[config.mk]
export PLATFORM = sky130hd
export DESIGN_NAME = axi_lite_bram_bridge
export DESIGN_NICKNAME = d
export VERILOG_FILES = /design/src/rtl/axi_lite_bram_pkg.sv /design/src/rtl/axi_lite_bram_arb.sv /design/src/rtl/axi_lite_bram_bridge.sv
export SDC_FILE = /design/constraint.sdc
export NUM_CORES = 1
export LEC_CHECK = 0
export CAP_MARGIN = 10
export CORE_ASPECT_RATIO = 1.75
export CORE_UTILIZATION = 44
export CTS_BUF_LIST = sky130_fd_sc_hd__clkbuf_16
export CTS_CLUSTER_DIAMETER = 80
export DETAILED_ROUTE_END_ITERATION = 12
export PLACE_DENSITY = 0.89
export SYNTH_ARGS = -nofsm -noshare
export SYNTH_HDL_FRONTEND = slang
export SYNTH_SLANG_ARGS = --single-unit
[constraint.sdc]
create_clock -name s_axi_aclk -period 2.3 [get_ports s_axi_aclk]
set_input_delay 0.575 -clock s_axi_aclk [delete_from_list [all_inputs] [get_ports s_axi_aclk]]
set_output_delay 0.575 -clock s_axi_aclk [all_outputs]
set_load 0.01 [all_outputs]
[src/rtl/axi_lite_bram_pkg.sv]
// axi_lite_bram_pkg: response codes and FSM state encodings shared by the AXI-Lite BRAM bridge
package axi_lite_bram_pkg;
  localparam logic [1:0] OKAY = 2'b00;
  localparam logic [1:0] SLVERR = 2'b10;
  typedef enum logic [1:0] {W_IDLE, W_REQ, W_RSP} w_state_t;
  typedef enum logic [1:0] {R_IDLE, R_REQ, R_WAIT, R_RSP} r_state_t;
endpackage

[src/rtl/axi_lite_bram_arb.sv]
// axi_lite_bram_arb: round-robin arbiter between the write and read FSMs, write favoured after reset
module axi_lite_bram_arb
  import axi_lite_bram_pkg::*;
(
  input  logic s_axi_aclk,
  input  logic s_axi_aresetn,
  input  logic req_w,
  input  logic req_r,
  output logic gnt_w,
  output logic gnt_r
);
  logic prio_w;
  assign gnt_w = req_w && (!req_r || prio_w);
  assign gnt_r = req_r && (!req_w || !prio_w);
  // priority passes to the losing side only when both sides compete
  always_ff @(posedge s_axi_aclk or negedge s_axi_aresetn)
    if (!s_axi_aresetn) prio_w <= 1'b1;
    else if (req_w && req_r) prio_w <= !prio_w;
endmodule

[src/rtl/axi_lite_bram_bridge.sv]
// axi_lite_bram_bridge: AXI4-Lite slave to single-port BRAM; define AXI_LITE_BRAM_ADDR_CHECK_EN to reject addresses >= MEM_BYTES with SLVERR
module axi_lite_bram_bridge
  import axi_lite_bram_pkg::*;
#(
  parameter int ADDR_WIDTH = 32,
  parameter int DATA_WIDTH = 32,
  parameter int RD_LATENCY = 1,
  parameter int MEM_BYTES  = 4096
) (
  input  logic                    s_axi_aclk,
  input  logic                    s_axi_aresetn,
  input  logic [ADDR_WIDTH-1:0]   s_axi_awaddr,
  input  logic                    s_axi_awvalid,
  output logic                    s_axi_awready,
  input  logic [DATA_WIDTH-1:0]   s_axi_wdata,
  input  logic [DATA_WIDTH/8-1:0] s_axi_wstrb,
  input  logic                    s_axi_wvalid,
  output logic                    s_axi_wready,
  output logic [1:0]              s_axi_bresp,
  output logic                    s_axi_bvalid,
  input  logic                    s_axi_bready,
  input  logic [ADDR_WIDTH-1:0]   s_axi_araddr,
  input  logic                    s_axi_arvalid,
  output logic                    s_axi_arready,
  output logic [DATA_WIDTH-1:0]   s_axi_rdata,
  output logic [1:0]              s_axi_rresp,
  output logic                    s_axi_rvalid,
  input  logic                    s_axi_rready,
  output logic [ADDR_WIDTH-1:0]   bram_addr,
  output logic [DATA_WIDTH-1:0]   bram_wr_data,
  input  logic [DATA_WIDTH-1:0]   bram_rd_data,
  output logic                    bram_en,
  output logic [DATA_WIDTH/8-1:0] bram_we,
  output logic                    bram_re
);
  localparam int SW = DATA_WIDTH / 8;
  localparam int SH = $clog2(SW);

  if (!(DATA_WIDTH == 32 || DATA_WIDTH == 64) || RD_LATENCY < 1 || RD_LATENCY > 4 || MEM_BYTES < 1) begin : g_bad_cfg
    $error("axi_lite_bram_bridge: illegal parameter set");
  end

  w_state_t              w_state;
  r_state_t              r_state;
  logic                  aw_got, w_got, aw_have, w_have;
  logic [ADDR_WIDTH-1:0] waddr, raddr;
  logic [DATA_WIDTH-1:0] wdata;
  logic [SW-1:0]         wstrb;
  logic [1:0]            cnt;
  logic                  gnt_w, gnt_r, werr, rerr, acc_w, acc_r;

  assign aw_have = aw_got || (s_axi_awvalid && s_axi_awready);
  assign w_have  = w_got || (s_axi_wvalid && s_axi_wready);

`ifdef AXI_LITE_BRAM_ADDR_CHECK_EN
  assign werr = waddr >= ADDR_WIDTH'(MEM_BYTES);
  assign rerr = raddr >= ADDR_WIDTH'(MEM_BYTES);
`else
  assign werr = 1'b0;
  assign rerr = 1'b0;
`endif

  axi_lite_bram_arb u_arb (
    .s_axi_aclk   (s_axi_aclk),
    .s_axi_aresetn(s_axi_aresetn),
    .req_w        (w_state == W_REQ),
    .req_r        (r_state == R_REQ),
    .gnt_w        (gnt_w),
    .gnt_r        (gnt_r)
  );

  // BRAM is driven only in the granted cycle; empty strobes and rejected addresses skip the access
  assign acc_w        = gnt_w && |wstrb && !werr;
  assign acc_r        = gnt_r && !rerr;
  assign bram_en      = acc_w || acc_r;
  assign bram_re      = acc_r;
  assign bram_we      = acc_w ? wstrb : '0;
  assign bram_wr_data = acc_w ? wdata : '0;
  assign bram_addr    = acc_w ? waddr >> SH : acc_r ? raddr >> SH : '0;

  // write FSM: collect AW and W in any order, request one access, then hold the response until bready
  always_ff @(posedge s_axi_aclk or negedge s_axi_aresetn)
    if (!s_axi_aresetn) begin
      w_state       <= W_IDLE;
      aw_got        <= 1'b0;
      w_got         <= 1'b0;
      s_axi_awready <= 1'b0;
      s_axi_wready  <= 1'b0;
      s_axi_bvalid  <= 1'b0;
      s_axi_bresp   <= OKAY;
      waddr         <= '0;
      wdata         <= '0;
      wstrb         <= '0;
    end else begin
      case (w_state)
        W_IDLE: begin
          if (s_axi_awvalid && s_axi_awready) waddr <= s_axi_awaddr;
          if (s_axi_wvalid && s_axi_wready) begin
            wdata <= s_axi_wdata;
            wstrb <= s_axi_wstrb;
          end
          aw_got        <= aw_have && !w_have;
          w_got         <= w_have && !aw_have;
          s_axi_awready <= !aw_have;
          s_axi_wready  <= !w_have;
          if (aw_have && w_have) w_state <= W_REQ;
        end
        W_REQ:
          if (gnt_w) begin
            w_state      <= W_RSP;
            s_axi_bvalid <= 1'b1;
            s_axi_bresp  <= werr ? SLVERR : OKAY;
          end
        W_RSP:
          if (s_axi_bready) begin
            w_state       <= W_IDLE;
            s_axi_bvalid  <= 1'b0;
            s_axi_bresp   <= OKAY;
            s_axi_awready <= 1'b1;
            s_axi_wready  <= 1'b1;
          end
        default: w_state <= W_IDLE;
      endcase
    end

  // read FSM: capture AR, request one access, wait out the BRAM latency, hold data until rready
  always_ff @(posedge s_axi_aclk or negedge s_axi_aresetn)
    if (!s_axi_aresetn) begin
      r_state       <= R_IDLE;
      s_axi_arready <= 1'b0;
      s_axi_rvalid  <= 1'b0;
      s_axi_rresp   <= OKAY;
      s_axi_rdata   <= '0;
      raddr         <= '0;
      cnt           <= '0;
    end else begin
      case (r_state)
        R_IDLE: begin
          s_axi_arready <= !(s_axi_arvalid && s_axi_arready);
          if (s_axi_arvalid && s_axi_arready) begin
            raddr   <= s_axi_araddr;
            r_state <= R_REQ;
          end
        end
        R_REQ:
          if (gnt_r) begin
            r_state <= R_WAIT;
            cnt     <= '0;
          end
        R_WAIT:
          if (cnt == 2'(RD_LATENCY - 1)) begin
            r_state      <= R_RSP;
            s_axi_rvalid <= 1'b1;
            s_axi_rdata  <= rerr ? '0 : bram_rd_data;
            s_axi_rresp  <= rerr ? SLVERR : OKAY;
          end else cnt <= cnt + 2'd1;
        R_RSP:
          if (s_axi_rready) begin
            r_state       <= R_IDLE;
            s_axi_rvalid  <= 1'b0;
            s_axi_rdata   <= '0;
            s_axi_rresp   <= OKAY;
            s_axi_arready <= 1'b1;
          end
        default: r_state <= R_IDLE;
      endcase
    end
endmodule
==> reports/metrics.csv, run 1 <==
metric,value,unit
Combinational Power Share,46.0,%
first-pass GRT wire length,28.3,mm
GRT Util Overall,24.6,%
clock latency on the worst-skew pair,410,ps
WS Path Type,flip-flop to output pin,
Post-CTS Hold Fix Bufs,0,
Mean Syn Cell Area,12.6,um^2
Synth top area share,55.2,%
setup violators final,64,
part of the cycle the worst path needs,118,%
crit-path cells,"or4_4, o211a_4, buf_12, buf_12, a32o_1, buf_2",
Sw Share,34.4,%
CP max FO,18,
Critical-path top delay cell,or4_4,
switching power,0.00448,W
Non-Filler Instances,952,
routability congestion estimate,0.758,
Crit. End Element,output pin,
Initial DRT Pass Iterations,5,
Post-Syn Instances,509,
vias per std cell,5.44,
reg2reg path depth,8,
Hold Slack,80.5,ps
Int Pwr,0.00855,W
worst vdd ir,0.990,mV
Tmin final,2710,ps
average wire per standard cell,19.3,um
First DRT Iteration DRCs,253,
Critical Path AT,2130,ps
IO Count,250,
setup repair after global routing missed its margin,yes,
TNS Setup,-23030,ps
slowest cell delay on critical path,540,ps
cell total after placement,908,
RR Endpoint,r_state[1]$_DFFE_PN0P_,
clk sinks,142,
die area,15000,um^2
Worst R2R Setup Slack,320,ps
Vias,5182,
Seq pwr share,33.5,%
Synth area leaders,"dfrtp_1, mux2_2, a32o_1",
share of layout cells above drive strength 1,33.9,%
"Top FF cell, synth",dfrtp_1,
gr ovfl total,0,
Die Y-Extent,161,um
share of power burned in the clock network,20.4,%
PortBufs,239,
Clock Skews,7.57,ps
P&R area growth vs syn,51.9,%
DRC viols,0,
Setup WS post-layout,-410,ps
Antenna diodes,0,
Total Wirelength,18.4,mm
outcome,"finished, violations left",
vias in the first global route,5612,
Worst path most repeated cell,buf_12,
synthesized cell area,6390,um^2
synth warn,0,
WP data required,1730,ps
hpwl dp,12.2,mm
remaining antenna violation count after routing,0,
CTS tree,yes,
startpoint types,flip-flop,
reg2reg start,r_state[1]$_DFFE_PN0P_,
final slew viol count,0,
sequential-to-total area share from yosys stat,55.6,%
final hold vios,0,
Worst Hold Class,input pin to asynchronous set/reset pin,
Num CTS Buffers,17,
Placeable Area,14000,um^2
Leakage,4.26,nW
Max Cap Viol,0,
Clock transition at path regs,60,ps
Seq cells post-synth,142,
Max Freq,0.369,GHz
Root Driver,clkbuf_16,
Synth area leader,dfrtp_1,
ys async rst share,100,%
PwrDens,1340,nW/um^2
Clock Path Buffers,2,
antenna violations before repair,0,
Fill cells,1018,
failing checks,negative setup slack,
Max H-tree Level,4,
synth unique cells,39,
FP Rows,57,
Final Net Count,907,
Initial Util,45.5,%
die width,93.1,um
Post-synth EDFFs,0,
largest net degree at the start of global routing,53,
flip-flops by register name, indices dropped and copies added (netlist names):
register       cells
s_axi_rdata       32
wdata             32
raddr             30
waddr             30
wstrb              4
cnt                2
r_state            2
w_state            2
aw_got             1
s_axi_arready      1
s_axi_awready      1
s_axi_bvalid       1
s_axi_rvalid       1
s_axi_wready       1
u_arb.prio_w       1
w_got              1
synth_stat cells (2+ instances only):
| library cell | count |
|---|---|
| buf_6 | 4 |
| buf_2 | 9 |
| clkbuf_1 | 17 |
| o21a_1 | 2 |
| mux2i_1 | 4 |
| buf_1 | 3 |
| o21ai_0 | 33 |
| clkbuf_2 | 3 |
| a32o_1 | 30 |
| inv_1 | 43 |
| dfrtp_1 | 141 |
| o21ai_1 | 5 |
| buf_4 | 10 |
| o32a_1 | 2 |
| nand2_1 | 6 |
| nor2b_1 | 3 |
| ha_1 | 5 |
| nor2_1 | 7 |
| a21oi_1 | 4 |
| mux2_2 | 97 |
| nand4b_1 | 32 |
| and2_1 | 32 |
cell usage in the layout (no fill, tap or decap), types with 6 or more instances in the layout:
cell / netlist / routed
clkdlybuf4s50_1: 0 / 170
dfrtp_1: 141 / 141
mux2_2: 97 / 97
buf_2: 9 / 49
inv_1: 43 / 41
o21ai_0: 33 / 33
nand4b_1: 32 / 32
a32o_1: 30 / 28
buf_6: 4 / 21
and2_1: 32 / 20
buf_4: 10 / 20
clkbuf_16: 0 / 18
and2_4: 0 / 12
buf_12: 0 / 10
nand2_1: 6 / 6
conb_1: 1 / 6
how the worst max path moves through the flow:
stage,from,to,slack (ps)
global placement,wstrb[1]$_DFFE_PN0P_,bram_addr[5],-300
floorplan,r_state[1]$_DFFE_PN0P_,bram_addr[10],130
finish,wstrb[0]$_DFFE_PN0P_,bram_addr[12],-410
global route,wstrb[0]$_DFFE_PN0P_,bram_addr[4],-450
detailed placement,wstrb[1]$_DFFE_PN0P_,bram_addr[5],-310
CTS,wstrb[0]$_DFFE_PN0P_,bram_wr_data[16],-470
per-stage QoR:
stage / cell area (um^2) / setup slack (ps) / util, % / total power [W]
floorplan: 6410 / 125 / - / 0.00750
CTS: 9670 / -470 / 68.8 / 0.0129
detailed placement: 9060 / -310 / 64.5 / 0.0102
global route: 9710 / -454 / 69.1 / 0.0137
global placement: 9060 / -297 / 64.5 / 0.00979
finish: 9710 / -410 / 69.1 / 0.0130
area by class of cell:
cell class	instances	area [um^2]	area share, %
Inverter	43	164	1.69
Timing Repair Buffer	276	2660	27.4
Multi-Input combinational cell	283	2540	26.1
Clock buffer	17	425	4.38
Sequential cell	142	3550	36.6
Clock inverter	14	144	1.48
Tap cell	177	221	2.28
power by group through the flow:
stage	sequential (W)	clock [W]	combinational, W
final	0.00437	0.00266	0.00600
after detailed placement	0.00435	0	0.00581
after global routing	0.00448	0.00282	0.00642
after global placement	0.00424	0	0.00556
after CTS	0.00434	0.00272	0.00582
after floorplan	0.00425	0	0.00324
worst max-delay path: cells and delay by family (launching register included):
family	cells	cell delay, ps
simple gates	1	540
buf+inv	3	420
compound gates	2	390
flops	1	380
cells by family (layout without fill, tap and decap cells):
logic type	after synthesis	after routing	share of synthesized area (%)
adders and majority gates	5	5	0.979
DFF	142	142	55.6
buffers and inverters	89	350	6.52
and+or+nand+nor	90	90	9.91
other	1	6	0.0587
xor gates and xnor gates	1	1	0.137
muxes	101	101	17.7
AOI/OAI and AO/OA	80	80	9.05
what timing repair did:
action,in CTS,in global routing
endpoints found under the setup margin,68,68
pin swaps,2,2
cloned,2,1
gates resized for setup,272,56
setup buffers,8,3
metal layers:
metal | GRT usage, % | vias to the layer above | routed length [um]
met5 | 0 | - | 0
met2 | 43.4 | 245 | 9910
li1 | - | 2291 | -
met1 | 25.9 | 2569 | 6550
met4 | 16.7 | 0 | 1110
met3 | 4.94 | 77 | 825
(Power assumes the default switching activity.)
==> run 2, diff against run 1 <==
--- a/config.mk
+++ b/config.mk
@@ -8,7 +8,6 @@
 export CAP_MARGIN = 10
 export CORE_ASPECT_RATIO = 1.75
 export CORE_UTILIZATION = 44
-export CTS_BUF_LIST = sky130_fd_sc_hd__clkbuf_16
 export CTS_CLUSTER_DIAMETER = 80
 export DETAILED_ROUTE_END_ITERATION = 12
 export PLACE_DENSITY = 0.89
==> reports/metrics.csv, run 2 (synthesis results as in run 1) <==
metric,value,unit
outcome,"finished, violations left",
failing checks,negative setup slack,
clk sinks,142,
P&R area growth vs syn,52.1,%
Final Instance Area,9720,um^2
IO Count,250,
CP max FO,11,
total power,0.0131,W
Placeable Area,14000,um^2
Total Wirelength,18.6,mm
startpoint types,flip-flop,
die area,15000,um^2
FP Rows,57,
Post-CTS Hold Fix Bufs,0,
Initial DRT Pass Iterations,4,
met3 Resource Use GR,5.23,%
clock latency on the worst-skew pair,420,ps
cell total after placement,908,
GRT Util Overall,24.9,%
First DRT Iteration DRCs,246,
CTS tree,yes,
PortBufs,239,
Clock Path Buffers,2,
Antenna diodes,0,
vias in the first global route,5635,
Vias,5178,
Critical Path AT,2150,ps
M1 GR Usage,26.3,%
Crit. End Element,output pin,
largest net degree at the start of global routing,53,
setup repair after global routing missed its margin,yes,
Max Freq,0.367,GHz
WP data required,1730,ps
Die Y-Extent,161,um
Max H-tree Level,4,
average wire per standard cell,19.5,um
worst slack at placement,-310,ps
worst vdd ir,0.950,mV
Worst Hold Class,input pin to asynchronous set/reset pin,
DRC viols,0,
vias per std cell,5.44,
"most common cell after layout, fill and taps aside",clkdlybuf4s50_1,
Post-DP Area,9060,um^2
hpwl dp,12.2,mm
Setup WS post-layout,-427,ps
TNS Setup,-24130,ps
Leakage,4.27,nW
Clock transition at path regs,60,ps
Num CTS Buffers,17,
most frequent cells in the layout,"clkdlybuf4s50_1, dfrtp_1, mux2_2",
final slew viol count,0,
slowest cell delay on critical path,540,ps
final hold vios,0,
remaining antenna violation count after routing,0,
PwrDens,1350,nW/um^2
Tmin final,2730,ps
setup violators final,64,
share of layout cells above drive strength 1,34.2,%
Clock Skews,20.3,ps
"Most Used Layer, Global Route",met2,
WS Path Type,flip-flop to output pin,
gr ovfl total,0,
die width,93.1,um
GR Layer Usage met2,43.3,%
part of the cycle the worst path needs,119,%
antenna violations before repair,0,
Max Cap Viol,0,
Non-Filler Instances,952,
Initial Util,45.5,%
Final Net Count,907,
first-pass GRT wire length,28.4,mm
crit-path cells,"or4_4, o211a_4, buf_12, clkbuf_16, a32o_1, buf_2",
Critical-path top delay cell,or4_4,
routability congestion estimate,0.758,
Root Driver,clkbuf_16,
Top Registers,"s_axi_rdata (32), wdata (32)",
==> run 2: changes by cell type in the layout (fill, tap and decap cells not counted) <==
cell,before,now
clkbuf_8,0,2
clkinv_1,2,0
buf_2,49,50
buf_6,21,20
==> run 2: routing by layer <==
layer,wire (um),part of all wire (%)
met5,0,0
met4,1190,6.4
met3,859,4.6
met2,9940,54
met1,6580,35
==> run 2: worst max-delay path: cells and delay by family, from the launching register on <==
family / cells / cell delay [ps]
AOI/OAI and AO/OA: 2 / 370
DFF: 1 / 380
buffers and inverters: 3 / 460
and+or+nand+nor: 1 / 540
==> run 2: path summary, 6_finish.rpt <==
check                                  startpoint                           to  slack, ps  depth (start not counted)
min in group s_axi_aclk     wdata[24]$_DFFE_PN0P_        wdata[24]$_DFFE_PN0P_        500                          1
setup / recovery             wstrb[0]$_DFFE_PN0P_                 bram_addr[4]       -430                          6
hold / removal                      s_axi_aresetn  s_axi_rdata[10]$_DFFE_PN0P_         80                          1
max in group asynchronous           s_axi_aresetn  s_axi_rdata[25]$_DFFE_PN0P_       1570                          2
hold reg to reg             wdata[24]$_DFFE_PN0P_        wdata[24]$_DFFE_PN0P_        500                          1
setup reg to reg           r_state[1]$_DFFE_PN0P_       r_state[1]$_DFFE_PN0P_        290                          8
==> run 2: final cells by class <==
| type | instances | area (um^2) |
|---|---|---|
| clock buffers | 19 | 453 |
| repair buffers | 276 | 2660 |
| well taps | 177 | 221 |
| multi-input cells | 283 | 2540 |
| flip-flops and latches | 142 | 3550 |
| clock inverters | 12 | 136 |
| fillers | 1011 | 4330 |
| inverters | 43 | 164 |
==> run 2: where the power goes <==
part	switching [W]	internal (W)	leakage, nW
logic	0.00274	0.00326	2.26
registers	0.000676	0.00369	1.72
clock network	0.00109	0.00166	0.282
total	0.00450	0.00861	4.27
==> run 2: repair_timing <==
item                                    4_1_cts  5_1_grt
endpoints found under the setup margin       68       68
gates resized for setup                     272       55
buffers inserted                              8        3
endpoints found under the hold margin         0        0
gates cloned                                  2        1
pin swaps                                     2        2
==> run 2: stage by stage <==
stage / hold slack [ps] / utilization, %
global route: 105 / 69.2
detailed placement: 488 / 64.5
global placement: 476 / 64.5
finish: 84.8 / 69.2
CTS: 95.5 / 69.0
floorplan: 279 / -
